===== src/rtl/median_pkg.sv =====
// Shared definitions for the median-cell sequencer.
//   state_t  : sequencer FSM states
//   H        : half window for the default window size
//   cmp_len  : length of compare round k (p-1-k cycles)
//   byp_len  : length of bypass round k (k+1 cycles)
package median_pkg;

  localparam int P_DEF = 9;
  localparam int H     = (P_DEF - 1) / 2;

  typedef enum logic [2:0] {
    IDLE,
    LOAD,
    CMP,
    BYPS,
    FIN,
    DONE
  } state_t;

  function automatic int cmp_len(input int p, input int k);
    return p - 1 - k;
  endfunction

  function automatic int byp_len(input int k);
    return k + 1;
  endfunction

endpackage


===== src/rtl/median_seq.sv =====
// Control sequencer for the 9-register median cell.
// Steers the cell through load, compare and bypass rounds, and flags the
// cycle in which the cell output holds the window median.
//   CLK     : clock, rising edge
//   RST     : synchronous reset, active high
//   DSI     : sample strobe, high for P consecutive cycles per window
//   MED_DSI : shift-in strobe to the cell
//   MED_BYP : bypass control to the cell
//   DSO     : one-cycle pulse, cell DO is the median
//   BUSY    : high from load cycle 0 through DONE
module median_seq
  import median_pkg::*;
#(
  parameter int P  = 9,
  parameter int CW = 6
) (
  input  logic CLK,
  input  logic RST,
  input  logic DSI,
  output logic MED_DSI,
  output logic MED_BYP,
  output logic DSO,
  output logic BUSY
);

  localparam int HL = (P - 1) / 2;

  state_t          st, st_nxt;
  logic [CW-1:0]   cnt, cnt_nxt;
  logic [CW-1:0]   rnd, rnd_nxt;

  // Last-cycle markers for the timed states of the current round.
  logic cmp_last, byp_last, fin_last, load_last, rnd_last;

  assign cmp_last  = (cnt == CW'(cmp_len(P, int'(rnd)) - 1));
  assign byp_last  = (cnt == CW'(byp_len(int'(rnd)) - 1));
  assign fin_last  = (cnt == CW'(HL - 1));
  assign load_last = (cnt == CW'(P - 1));
  assign rnd_last  = (rnd == CW'(HL - 1));

  // State register
  always_ff @(posedge CLK) begin
    if (RST) begin
      st  <= IDLE;
      cnt <= '0;
      rnd <= '0;
    end else begin
      st  <= st_nxt;
      cnt <= cnt_nxt;
      rnd <= rnd_nxt;
    end
  end

  // Next state
  always_comb begin
    st_nxt  = st;
    cnt_nxt = cnt;
    rnd_nxt = rnd;
    case (st)
      IDLE: begin
        // A strobe here is load cycle 0; the LOAD count starts at 1.
        if (DSI) begin
          st_nxt  = LOAD;
          cnt_nxt = CW'(1);
        end
      end
      LOAD: begin
        if (!DSI) begin
          st_nxt  = IDLE;
          cnt_nxt = '0;
        end else if (load_last) begin
          st_nxt  = CMP;
          cnt_nxt = '0;
          rnd_nxt = '0;
        end else begin
          cnt_nxt = cnt + CW'(1);
        end
      end
      CMP: begin
        if (cmp_last) begin
          st_nxt  = BYPS;
          cnt_nxt = '0;
        end else begin
          cnt_nxt = cnt + CW'(1);
        end
      end
      BYPS: begin
        if (byp_last) begin
          st_nxt  = rnd_last ? FIN : CMP;
          cnt_nxt = '0;
          rnd_nxt = rnd + CW'(1);
        end else begin
          cnt_nxt = cnt + CW'(1);
        end
      end
      FIN: begin
        if (fin_last) begin
          st_nxt  = DONE;
          cnt_nxt = '0;
        end else begin
          cnt_nxt = cnt + CW'(1);
        end
      end
      DONE: begin
        // A strobe in DONE starts the next window back-to-back.
        rnd_nxt = '0;
        if (DSI) begin
          st_nxt  = LOAD;
          cnt_nxt = CW'(1);
        end else begin
          st_nxt  = IDLE;
          cnt_nxt = '0;
        end
      end
      default: begin
        st_nxt  = IDLE;
        cnt_nxt = '0;
        rnd_nxt = '0;
      end
    endcase
  end

  // Outputs; strobes arriving during CMP/BYPS/FIN are dropped.
  always_comb begin
    MED_BYP = 1'b1;
    MED_DSI = 1'b0;
    DSO     = 1'b0;
    BUSY    = 1'b0;
    case (st)
      IDLE: begin
        MED_DSI = DSI;
        BUSY    = DSI;
      end
      LOAD: begin
        MED_DSI = DSI;
        BUSY    = 1'b1;
      end
      CMP: begin
        MED_BYP = 1'b0;
        BUSY    = 1'b1;
      end
      BYPS: begin
        BUSY    = 1'b1;
      end
      FIN: begin
        MED_BYP = 1'b0;
        BUSY    = 1'b1;
      end
      DONE: begin
        MED_DSI = DSI;
        DSO     = 1'b1;
        BUSY    = 1'b1;
      end
      default: ;
    endcase
  end

endmodule

===== config.mk =====
export PLATFORM = sky130hd
export DESIGN_NAME = median_seq
export DESIGN_NICKNAME = d
export VERILOG_FILES = /design/src/rtl/median_pkg.sv /design/src/rtl/median_seq.sv
export SDC_FILE = /design/constraint.sdc
export NUM_CORES = 1
export LEC_CHECK = 0
export ABC_AREA = 1
export CORE_ASPECT_RATIO = 0.7
export CORE_UTILIZATION = 62
export DETAILED_ROUTE_END_ITERATION = 7
export PLACE_DENSITY_LB_ADDON = 0.15
export SLEW_MARGIN = 5
export SYNTH_ARGS = -nofsm -noshare
export SYNTH_HDL_FRONTEND = slang
export SYNTH_SLANG_ARGS = --single-unit

===== constraint.sdc =====
create_clock -name CLK -period 3.7 [get_ports CLK]
set_input_delay 0.925 -clock CLK [delete_from_list [all_inputs] [get_ports CLK]]
set_output_delay 0.925 -clock CLK [all_outputs]
set_load 0.05 [all_outputs]

**Word level (Yosys, flattened, before mapping)**

Cells that the tools add are included.

- $add $sub $neg: 6
- Multiply operators: 0
- Divide/modulo/power cells: 0
- Magnitude comparators: 0
- Equality and inequality tests: 17
- Shift operators: 0
- Multiplexer cells: 25
- Bitwise gates (word level): 1
- Reduce and logical (&&, ||, !) cells: 7

Operators by type and width:

| operator | number |
|---|---|
| 6-bit 2-to-1 mux | 9 |
| 6-bit one-hot mux with 6 select lines | 1 |
| 3-bit 2-to-1 mux | 7 |
| 6-bit by 1-bit adder with 6-bit output (second input constant) | 3 |
| 3-bit one-hot mux with 6 select lines | 1 |
| 6-bit one-hot mux with 3 select lines | 1 |
| 6-bit by 2-bit == test with 1-bit output (second input constant) | 2 |
| 6-bit == test | 2 |
| 2-bit != test (second input constant) | 6 |
| 3-bit by 2-bit == test with 1-bit output (second input constant) | 2 |
| 3-bit == test (second input constant) | 2 |
| 6-bit by 4-bit == test with 1-bit output (second input constant) | 1 |
| 3-bit OR reduction | 2 |
| 4-bit by 6-bit subtractor with 6-bit output (first input constant) | 1 |
| 6-bit by 1-bit subtractor with 6-bit output (second input constant) | 1 |
| 6-bit by 2-bit subtractor with 6-bit output (second input constant) | 1 |
| 1-bit 2-to-1 mux | 5 |
| 5-bit AND reduction | 1 |
| 5-bit OR reduction | 1 |
| 4-bit AND reduction | 1 |
| 3-bit by 1-bit == test with 1-bit output (second input constant) | 1 |
| 3-bit logical NOT | 1 |
| 3-bit != test (second input constant) | 1 |
| 1-bit one-hot mux with 2 select lines | 1 |
| other kinds (2) | 2 |

- Register bits after elaboration: 15
- Bits in latches: 0
- Bits in writable memories: 0
- Bits in read-only memories: 0
- Input bits: 3
- Output and inout bits: 4
- Word-level logic and storage cells: 59
- Memories: 0

**Depth between registers and ports, before layout**

Gate-level depths: netlist (run 1).

- Depth after elaboration: 5
- Gate-level depth with buffers: 12
- Mapped depth without buffers: 11

**Worst setup path before layout (run 1)**

Ideal clock, no wire load.

- Kind: in2out
- Start: input port DSI
- End: output port MED_DSI
- Data arrival time: 2.078 ns
- Setup slack: 0.697 ns
- Stages: 2
- Cell sequence: inv_1 -> o21ai_0

- Longest elaborated chain between the ends: 1

RTL lines:

| element | line | source |
|---|---|---|
| start: declaration | median_seq.sv:19 | `input logic DSI,` |
| 1-bit 2-to-1 mux | median_seq.sv:129 | `case (st)` |
| end: declaration | median_seq.sv:20 | `output logic MED_DSI,` |

No other way between the ends.

**Worst setup path in the final report (run 1)**

- Start: register st[1]
- End: output port MED_BYP

- Longest elaborated chain between the ends: 3
- Elaborated cells between the ends (all ways): 4

RTL lines:

| element | line | source |
|---|---|---|
| start: declaration | median_seq.sv:28 | `state_t st, st_nxt;` |
| start signal: assignment | median_seq.sv:48 | `st <= st_nxt;` |
| 3-bit == test or 3-bit by 2-bit == test with 1-bit output (tied branches) | median_seq.sv:129 |  |
| 2-bit OR reduction (no line) (*) | n/a |  |
| 1-bit 2-to-1 mux (*) | median_seq.sv:129 |  |
| end: declaration | median_seq.sv:21 | `output logic MED_BYP,` |

Mark *: on every way between the ends. The rest lies on a longest branch, timed or not.

==> results of run 1 <==
## power by group through the flow
stage / Combinational (mW) / Sequential (mW) / Clock, mW
2_1_floorplan: 0.288 / 0.197 / 0
3_3_place_gp: 0.366 / 0.200 / 0
3_5_place_dp: 0.376 / 0.201 / 0
4_1_cts: 0.377 / 0.197 / 0.105
5_1_grt: 0.422 / 0.201 / 0.109
6_report: 0.381 / 0.198 / 0.101
## kinds of logic (layout without fill, tap and decap cells)
logic type      Yosys count  in the layout  synth area share
compound gates           25             25             0.115
xor+xnor                  9              9            0.0671
fa+ha+maj                 7              7            0.0745
buf+inv                  30             38             0.101
flops                    15             15             0.256
simple gates            100            100             0.387
## worst register-to-register path, cell delays in order, from the launching register on
cell,delay (ns)
dfxtp_1,0.46
inv_1,0.13
ha_1,0.32
xor2_1,0.14
nor2_1,0.10
nand3_1,0.11
nand2_1,0.13
nand3_2,0.13
nand3b_1,0.11
a21oi_1,0.06
## path summary, 6_finish.rpt
path	end	depth (start not counted)
min reg2reg	cnt[1]	2
min	cnt[1]	2
max	MED_BYP	4
max reg2reg	cnt[3]	9
## per-layer routing
metal | track usage | wire [microns] | up-vias
met2 | 0.472 | 1070 | 66
li1 | - | - | 619
met1 | 0.435 | 1300 | 512
met5 | 0 | 0 | -
met4 | 0.0513 | 5 | 0
met3 | 0.123 | 355 | 2
## area by class of cell
type	instances	area [sq um]	area share
inverters	28	110	0.0862
clock buffers	3	22.5	0.0176
flip-flops and latches	15	300	0.235
well taps	21	26.3	0.0206
clock inverters	1	7.51	0.00588
multi-input cells	141	756	0.592
repair buffers	6	55.1	0.0431
## metrics by stage
step                      power [mW]  instance area, sq um  setup slack (ns)
final                          0.680                  1280             0.760
after global placement         0.565                  1250             0.907
after floorplan                0.485                  1170             0.697
after detailed placement       0.577                  1250             0.821
after global routing           0.732                  1280             0.614
after CTS                      0.679                  1280             0.759
## state kept, by name, indices dropped and copies added (netlist names)
name,count
cnt,6
rnd,6
st,3
## cells in the final DEF, fill, tap and decap left out, types with 4 or more instances in the layout
cell             count
a21oi_1             17
ha_1                 7
inv_1               23
clkdlybuf4s50_1      4
dfxtp_1             15
nor2_1              15
nand4_1              7
nand2_1             51
inv_2                4
nand3_1             18
xor2_1               9
==> impl_metrics.ini, run 1 <==
[grt]
grt_pass1_wl_mm = 4.55
grt_pass1_vias = 1042
grt_max_degree = 16
antenna_found_initial = 0
grt-ovfl-total = 0
gr-usage-all-layers = 0.317

[logic_synthesis]
synth_top_cell_area_share = 0.256
netlist_area_sq_um = 1170
yosysTopAreaCell = dfxtp_1
synth_common_cells = nand2_1, inv_1, nand3_1, a21oi_1
synth-main-ff-cell = dfxtp_1
yosys_warnings = 0
postSynth.asyncResetShare = 0
yosysMostFrequentCell = nand2_1
syn_nets = 196
yosysSeqAreaShare = 0.256
synth.distinct_cells = 26
synthTopCellsByArea = dfxtp_1, nand2_1, nand3_1
synthCells = 186
synth_seq_cells = 15
synth_edf_count = 0
syn_area_per_cell_sq_um = 6.32

[sta]
max_freq_mhz = 340
tns_ns = 0
finalSetupViolCount = 0
tightest_slew_ns = 0.573
skew_ns = 0.00399
rsz0062_at_grt = no
final-hold-violation-count = 0
slew_violations = 0
fin_hold_ws_ns = 0.536
min_period_over_period = 0.795
relSlewSlack = 0.617
period_needed_ns = 2.94

[critical_path]
cp-end-kind = output pin
cp-start-kind = flop
crit_buf_inv = 2
cp.required_ns = 2.77
slowest_delay_ns = 0.71
worstSetupStartpoint = st[1]
reg2reg_slack_ns = 1.87
crit_family = buffers and inverters
crit_chain = inv_1 > nor3_1 > nor2_1 > clkdlybuf4s50_1
crit_fanout = 6
path_class = reg -> out
critPathArrivalTime_ns = 2.02
r2r_start = rnd[3]
crit_slowest_cell = clkdlybuf4s50_1

[worst_hold_path]
hp-class = reg -> reg
hp-start = cnt[1]

[power_and_ir_drop]
ir_drop_v = 0.000506
p_int_mw = 0.332
netSwitchingPower_mw = 0.348
clockPowerShare = 0.149
combPwrFrac = 0.561
power_density_nw_per_um2 = 532
pwr-share-seq = 0.291
p_leak_nw = 0.561
swShare = 0.512

[route]
final_antenna_net_count = 0
routed_wl_mm = 2.73
vias = 1199
dr.pass1.iters = 4
drc = 0
viasPerCell = 5.58
first_iter_violations = 62
routedWlPerCell_microns = 12.7

[cts]
worstSkewPairLatency_ns = 0.29
cts_root_buf = clkbuf_4
cts_made_buffers = 3
clk_pin_slew_ns = 0.10
cts_sinks = 15
cts_tree = built
postCtsSetupRepairBufs = 0
ctsResizeCount = 0
clockBufferDepth = 2
htreeDepth = 1
hold_buffers = 0

[layout]
layout-drive-gt1-share = 0.0773
num-fill-cells = 147
final_cells = 215
post-route-util = 0.760
antennaDiodeCount = 0
layout.nets = 205
area_growth_pct = 8.73

[floorplanning]
rows = 12
ios = 7
start_util = 0.699
core_sq_um = 1680
die_y_microns = 38.4
die_x_microns = 54.0
die-area_sq_um = 2080

[placed_design]
place.detailed.hpwl_mm = 2.16
port_buffers = 6
place.gp.congestion = 0.980
dp_cells = 211

[run]
maxCapViolations = 0

[run_status]
status = finished, final reports clean
(Power assumes the default switching activity.)
==> inputs of run 2 (changes only) <==
--- a/config.mk
+++ b/config.mk
@@ -7,7 +7,7 @@
 export LEC_CHECK = 0
 export ABC_AREA = 1
 export CORE_ASPECT_RATIO = 0.7
-export CORE_UTILIZATION = 62
+export CORE_UTILIZATION = 58
 export DETAILED_ROUTE_END_ITERATION = 7
 export PLACE_DENSITY_LB_ADDON = 0.15
 export SLEW_MARGIN = 5
==> constraint.sdc (replaced) <==
create_clock -name CLK -period 2.88 [get_ports CLK]
set_input_delay 0.72 -clock CLK [delete_from_list [all_inputs] [get_ports CLK]]
set_output_delay 0.72 -clock CLK [all_outputs]
set_load 0.05 [all_outputs]
==> run 2 against run 1 <==
Effect of this change: worst hold slack better by 0.00080 ns; register-to-register slack worse by 0.82 ns; routed wire length hardly changed; power is 38% higher; sequential power is 30% higher; global-route usage is 4.9 points lower; final cell count is 0.93% higher; utilization is 6.5 points lower; clock power is 28% higher; largest power group unchanged.
==> impl_metrics.ini, run 2 (synthesized netlist as in run 1, its figures left out) <==
[sta]
tightest_slew_ns = 0.568
slew_violations = 0
max_freq_mhz = 372
relSlewSlack = 0.620
min_period_over_period = 0.932
final-hold-violation-count = 0
skew_ns = 0.00198
finalSetupViolCount = 0
rsz0062_at_grt = no
period_needed_ns = 2.69
tns_ns = 0

[power_and_ir_drop]
p_leak_nw = 0.575
ir_drop_v = 0.00114
combPwrFrac = 0.590
swShare = 0.492
clockPowerShare = 0.137
power_density_nw_per_um2 = 717
netSwitchingPower_mw = 0.463
power_mw = 0.940
pwr-share-seq = 0.273
p_int_mw = 0.478

[critical_path]
cp.required_ns = 2.16
crit_slowest_cell = clkdlybuf4s50_1
worstSetupStartpoint = st[0]
r2r_start = rnd[3]
crit_top_cell = nor2_1
cp-endpoint = MED_BYP
critPathArrivalTime_ns = 1.97
crit_chain = inv_1 > nand2_1 > nor2_1 > nor2_1 > clkdlybuf4s50_1
rr_endpoint = cnt[3]
crit_fanout = 5
r2r_cells = 9
cp-start-kind = flop
reg2reg_slack_ns = 1.05
cp-end-kind = output pin
path_class = reg -> out
slowest_delay_ns = 0.80

[layout]
layout_commonest_cell = nand2_1
antennaDiodeCount = 0
area_growth_pct = 11.6
layout-drive-gt1-share = 0.0821
final_cell_mix = nand2_1, inv_1, nand3_1, a21oi_1
largestRegisters = cnt: 6 flops, rnd: 6 flops, st: 3 flops
layout.nets = 206

[cts]
cts_tree = built
worstSkewPairLatency_ns = 0.29
cts_root_buf = clkbuf_4
clk_pin_slew_ns = 0.10
htreeDepth = 1
hold_buffers = 0
clockBufferDepth = 2
cts_made_buffers = 3
cts_sinks = 15
ctsResizeCount = 0
postCtsSetupRepairBufs = 0

[route]
viasPerCell = 5.53
routed_wl_mm = 2.73
final_antenna_net_count = 0
dr.pass1.iters = 4
vias = 1200
routedWlPerCell_microns = 12.6
first_iter_violations = 65
drc = 0

[grt]
grt_pass1_wl_mm = 4.29
grt_max_degree = 16
grt-ovfl-total = 0
antenna_found_initial = 0
grt_pass1_vias = 928
gr-usage-all-layers = 0.268

[worst_hold_path]
hp-class = reg -> reg

[floorplanning]
core_sq_um = 1890
die-area_sq_um = 2210
ios = 7
start_util = 0.623
rows = 13
die_y_microns = 39.7
die_x_microns = 55.8

[run]
maxCapViolations = 0

[placed_design]
place.detailed.hpwl_mm = 2.16
place.gp.congestion = 0.923
port_buffers = 6

[run_status]
status = finished, final reports clean
run 2: cell count changes in the layout (fill, tap and decap cells not counted), sizes merged:
cell,previous run,this run
buf,2,3
run 2: critical path: cells and delay by family (launching register included):
family	cells	cell delay [ns]
DFF	1	0.42
buffers and inverters	2	0.92
and+or+nand+nor	3	0.33
run 2: metal layers:
metal | up-vias | GRT usage | wire length, microns
met2 | 54 | 0.373 | 1100
met3 | 5 | 0.0594 | 260
met1 | 518 | 0.393 | 1330
met4 | 0 | 0.100 | 36
li1 | 623 | - | -
met5 | - | 0 | 0
run 2: power by group through the flow:
stage	Sequential [mW]	Clock (mW)	Combinational [mW]
after floorplan	0.253	0	0.370
after global placement	0.258	0	0.538
after detailed placement	0.261	0	0.547
after CTS	0.256	0.133	0.549
after global routing	0.259	0.142	0.600
final	0.257	0.129	0.555
run 2: layout make-up:
cell class,count,area [sq um]
clock buffers,3,22.5
clock inverters,1,7.51
fillers,175,576
inverters,28,110
multi-input cells,141,756
flip-flops and latches,15,300
well taps,22,27.5
repair buffers,7,87.6
run 2: worst min-delay path by stage:
stage                 from     end  slack, ns  depth (start not counted)
finish               st[0]   st[0]       0.54                          2
detailed placement   st[0]   st[0]       0.52                          2
floorplan            st[0]   st[0]       0.48                          2
global route        cnt[0]  cnt[0]       0.57                          2
CTS                  st[0]   st[0]       0.53                          2
global placement     st[0]   st[0]       0.51                          2
run 2: per-stage QoR:
step	setup slack, ns	std cells	hold slack (ns)	util	cell area, sq um
after floorplan	0.287	186	0.477	-	1170
after global placement	0.386	213	0.508	0.679	1280
after detailed placement	0.357	213	0.516	0.679	1280
after CTS	0.203	217	0.531	0.695	1310
after global routing	0.0976	217	0.572	0.695	1310
final	0.195	217	0.537	0.695	1310
==> inputs of run 3 (changes only) <==
--- a/config.mk
+++ b/config.mk
@@ -5,7 +5,8 @@
 export SDC_FILE = /design/constraint.sdc
 export NUM_CORES = 1
 export LEC_CHECK = 0
-export ABC_AREA = 1
+export ABC_AREA = 0
+export CAP_MARGIN = 20
 export CORE_ASPECT_RATIO = 0.7
 export CORE_UTILIZATION = 58
 export DETAILED_ROUTE_END_ITERATION = 7
==> run 3 against run 2 <==
Effect of this change: non-clock buffer count grew 2; combinational power is 17% lower; maximum frequency is 1.9% lower; first-iteration DRC count grew 18%; final cell count shrank 17%; count of clock-buffer cells in the layout stayed put; synthesized cell count is 17% lower; die area increased by 4.9%; worst setup slack got worse by 0.053 ns; utilization is 0.72 points lower; sequential share of layout area fell by 0.34 points; register-to-register slack got worse by 0.22 ns; critical endpoint is now MED_DSI; highest routed layer unchanged.
==> impl_metrics.ini, run 3 <==
[cts]
ctsResizeCount = 0
cts_made_buffers = 3
cts_tree = built
hold_buffers = 0
worstSkewPairLatency_ns = 0.30
postCtsSetupRepairBufs = 0
htreeDepth = 1
clockBufferDepth = 2
cts_sinks = 15
clk_pin_slew_ns = 0.10
cts_root_buf = clkbuf_4

[logic_synthesis]
synth.distinct_cells = 47
netlist_area_sq_um = 1230
yosysSeqAreaShare = 0.243
synthCells = 154
synth_edf_count = 0
synth_seq_cells = 15
yosysMostFrequentCell = dfxtp_1
synth_top_cell_area_share = 0.243
yosys_warnings = 0
syn_area_per_cell_sq_um = 8.02
postSynth.asyncResetShare = 0
synth-main-ff-cell = dfxtp_1
yosysTopAreaCell = dfxtp_1
synthTopCellsByArea = dfxtp_1, ha_1, a21oi_1
syn_nets = 164
synth_common_cells = dfxtp_1, a21oi_1, inv_1, nand2_1, nor2_1

[floorplanning]
die_y_microns = 40.6
die-area_sq_um = 2320
die_x_microns = 57.2
core_sq_um = 1940
ios = 7
start_util = 0.638
rows = 13

[grt]
grt_pass1_wl_mm = 4.60
grt-ovfl-total = 0
grt_pass1_vias = 947
gr-usage-all-layers = 0.271
grt_max_degree = 18
antenna_found_initial = 0

[layout]
layout-drive-gt1-share = 0.101
antennaDiodeCount = 0
largestRegisters = cnt: 6 flops, rnd: 6 flops, st: 3 flops
area_growth_pct = 7.80
layout_commonest_cell = dfxtp_1
post-route-util = 0.688
layout.nets = 169
final_cell_mix = dfxtp_1, a21oi_1, inv_1, nand2_1, nor2_1
final_cells = 180

[worst_hold_path]
min_delay_path_depth = 2
hp-class = reg -> reg
hp-start = cnt[1]
hold-path-endpoint = cnt[1]

[route]
routed_wl_mm = 2.79
vias = 1135
final_antenna_net_count = 0
first_iter_violations = 77
routedWlPerCell_microns = 15.5
dr.pass1.iters = 4
viasPerCell = 6.31
drc = 0

[placed_design]
pre_cts_slack_ns = 0.156
place.gp.congestion = 0.907
place.detailed.hpwl_mm = 2.06
dp_cells = 176
port_buffers = 6

[sta]
finalWorstSetupSlack_ns = 0.141
max_freq_mhz = 365
skew_ns = 0.00189
tightest_slew_ns = 0.585
rsz0062_at_grt = no
relSlewSlack = 0.610
final-hold-violation-count = 0
tns_ns = 0
min_period_over_period = 0.951
finalSetupViolCount = 0
period_needed_ns = 2.74
slew_violations = 0

[critical_path]
slowest_delay_ns = 0.56
cp.required_ns = 2.16
cp-end-kind = output pin
cp-start-kind = input port
r2r_start = st[1]
crit_fanout = 6
reg2reg_slack_ns = 0.83
crit_chain = clkdlybuf4s50_1 > nor2b_1 > a21boi_0 > buf_12
r2r_cells = 6
rr_endpoint = cnt[4]
critPathArrivalTime_ns = 2.02
path_class = in -> out
crit_slowest_cell = clkdlybuf4s50_1

[run_status]
status = finished, final reports clean

[power_and_ir_drop]
p_leak_nw = 0.534
ir_drop_v = 0.000725
power_density_nw_per_um2 = 654
power_mw = 0.870

[run]
maxCapViolations = 0
run 3: cell types whose count changed after synthesis, sizes merged, moves of 5 or more:
cell / before / now
inv: 27 / 12
nand2: 53 / 12
nand3: 19 / 7
nand4: 7 / 2
nor2: 15 / 9
o21ai: 3 / 9
or4: 0 / 7
run 3: cell type report:
cell class	instances	area (sq um)
Multi-Input combinational cell	118	828
Tap cell	22	27.5
Clock inverter	1	5.00
Timing Repair Buffer	9	103
Sequential cell	15	300
Inverter	12	45.0
Fill cell	163	604
Clock buffer	3	22.5
run 3: cell families (layout without fill, tap and decap cells):
group                      after synthesis  count (layout)  share of synthesized area
AOI/OAI and AO/OA                       40              40                      0.208
xor gates and xnor gates                11              11                     0.0952
adders and majority gates                7               7                     0.0709
buffers and inverters                   21              25                     0.0861
DFF                                     15              15                      0.243
muxes                                    1               1                    0.00811
and+or+nand+nor                         59              59                      0.289
run 3: worst max-delay path by stage:
stage / depth (start not counted) / from / to
floorplan: 2 / DSI / MED_DSI
global placement: 4 / DSI / MED_DSI
detailed placement: 4 / DSI / MED_DSI
CTS: 4 / DSI / MED_DSI
global route: 4 / DSI / MED_DSI
finish: 4 / DSI / MED_DSI
run 3: stage by stage:
| step | hold WS [ns] | area, sq um |
|---|---|---|
| 2_1_floorplan | 0.482 | 1230 |
| 3_3_place_gp | 0.514 | 1300 |
| 3_5_place_dp | 0.526 | 1300 |
| 4_1_cts | 0.549 | 1330 |
| 5_1_grt | 0.576 | 1330 |
| 6_report | 0.558 | 1330 |
run 3: where the power goes:
group	total (mW)	switching [mW]	internal (mW)	leakage (nW)
clock network	0.131	0.0789	0.0518	0.0177
registers	0.278	0.0454	0.232	0.122
logic	0.462	0.268	0.194	0.395
run 3: per-layer routing:
metal,track usage,wire length (microns)
met5,0,0
met4,0.0671,18
met3,0.0774,215
met2,0.426,1200
met1,0.371,1360
run 3: worst max-delay path: cells and delay by family:
kind | cells | cell delay [ns]
AND/OR/NAND/NOR | 1 | 0.19
AO/OA/AOI/OAI | 1 | 0.36
buffers and inverters | 2 | 0.75
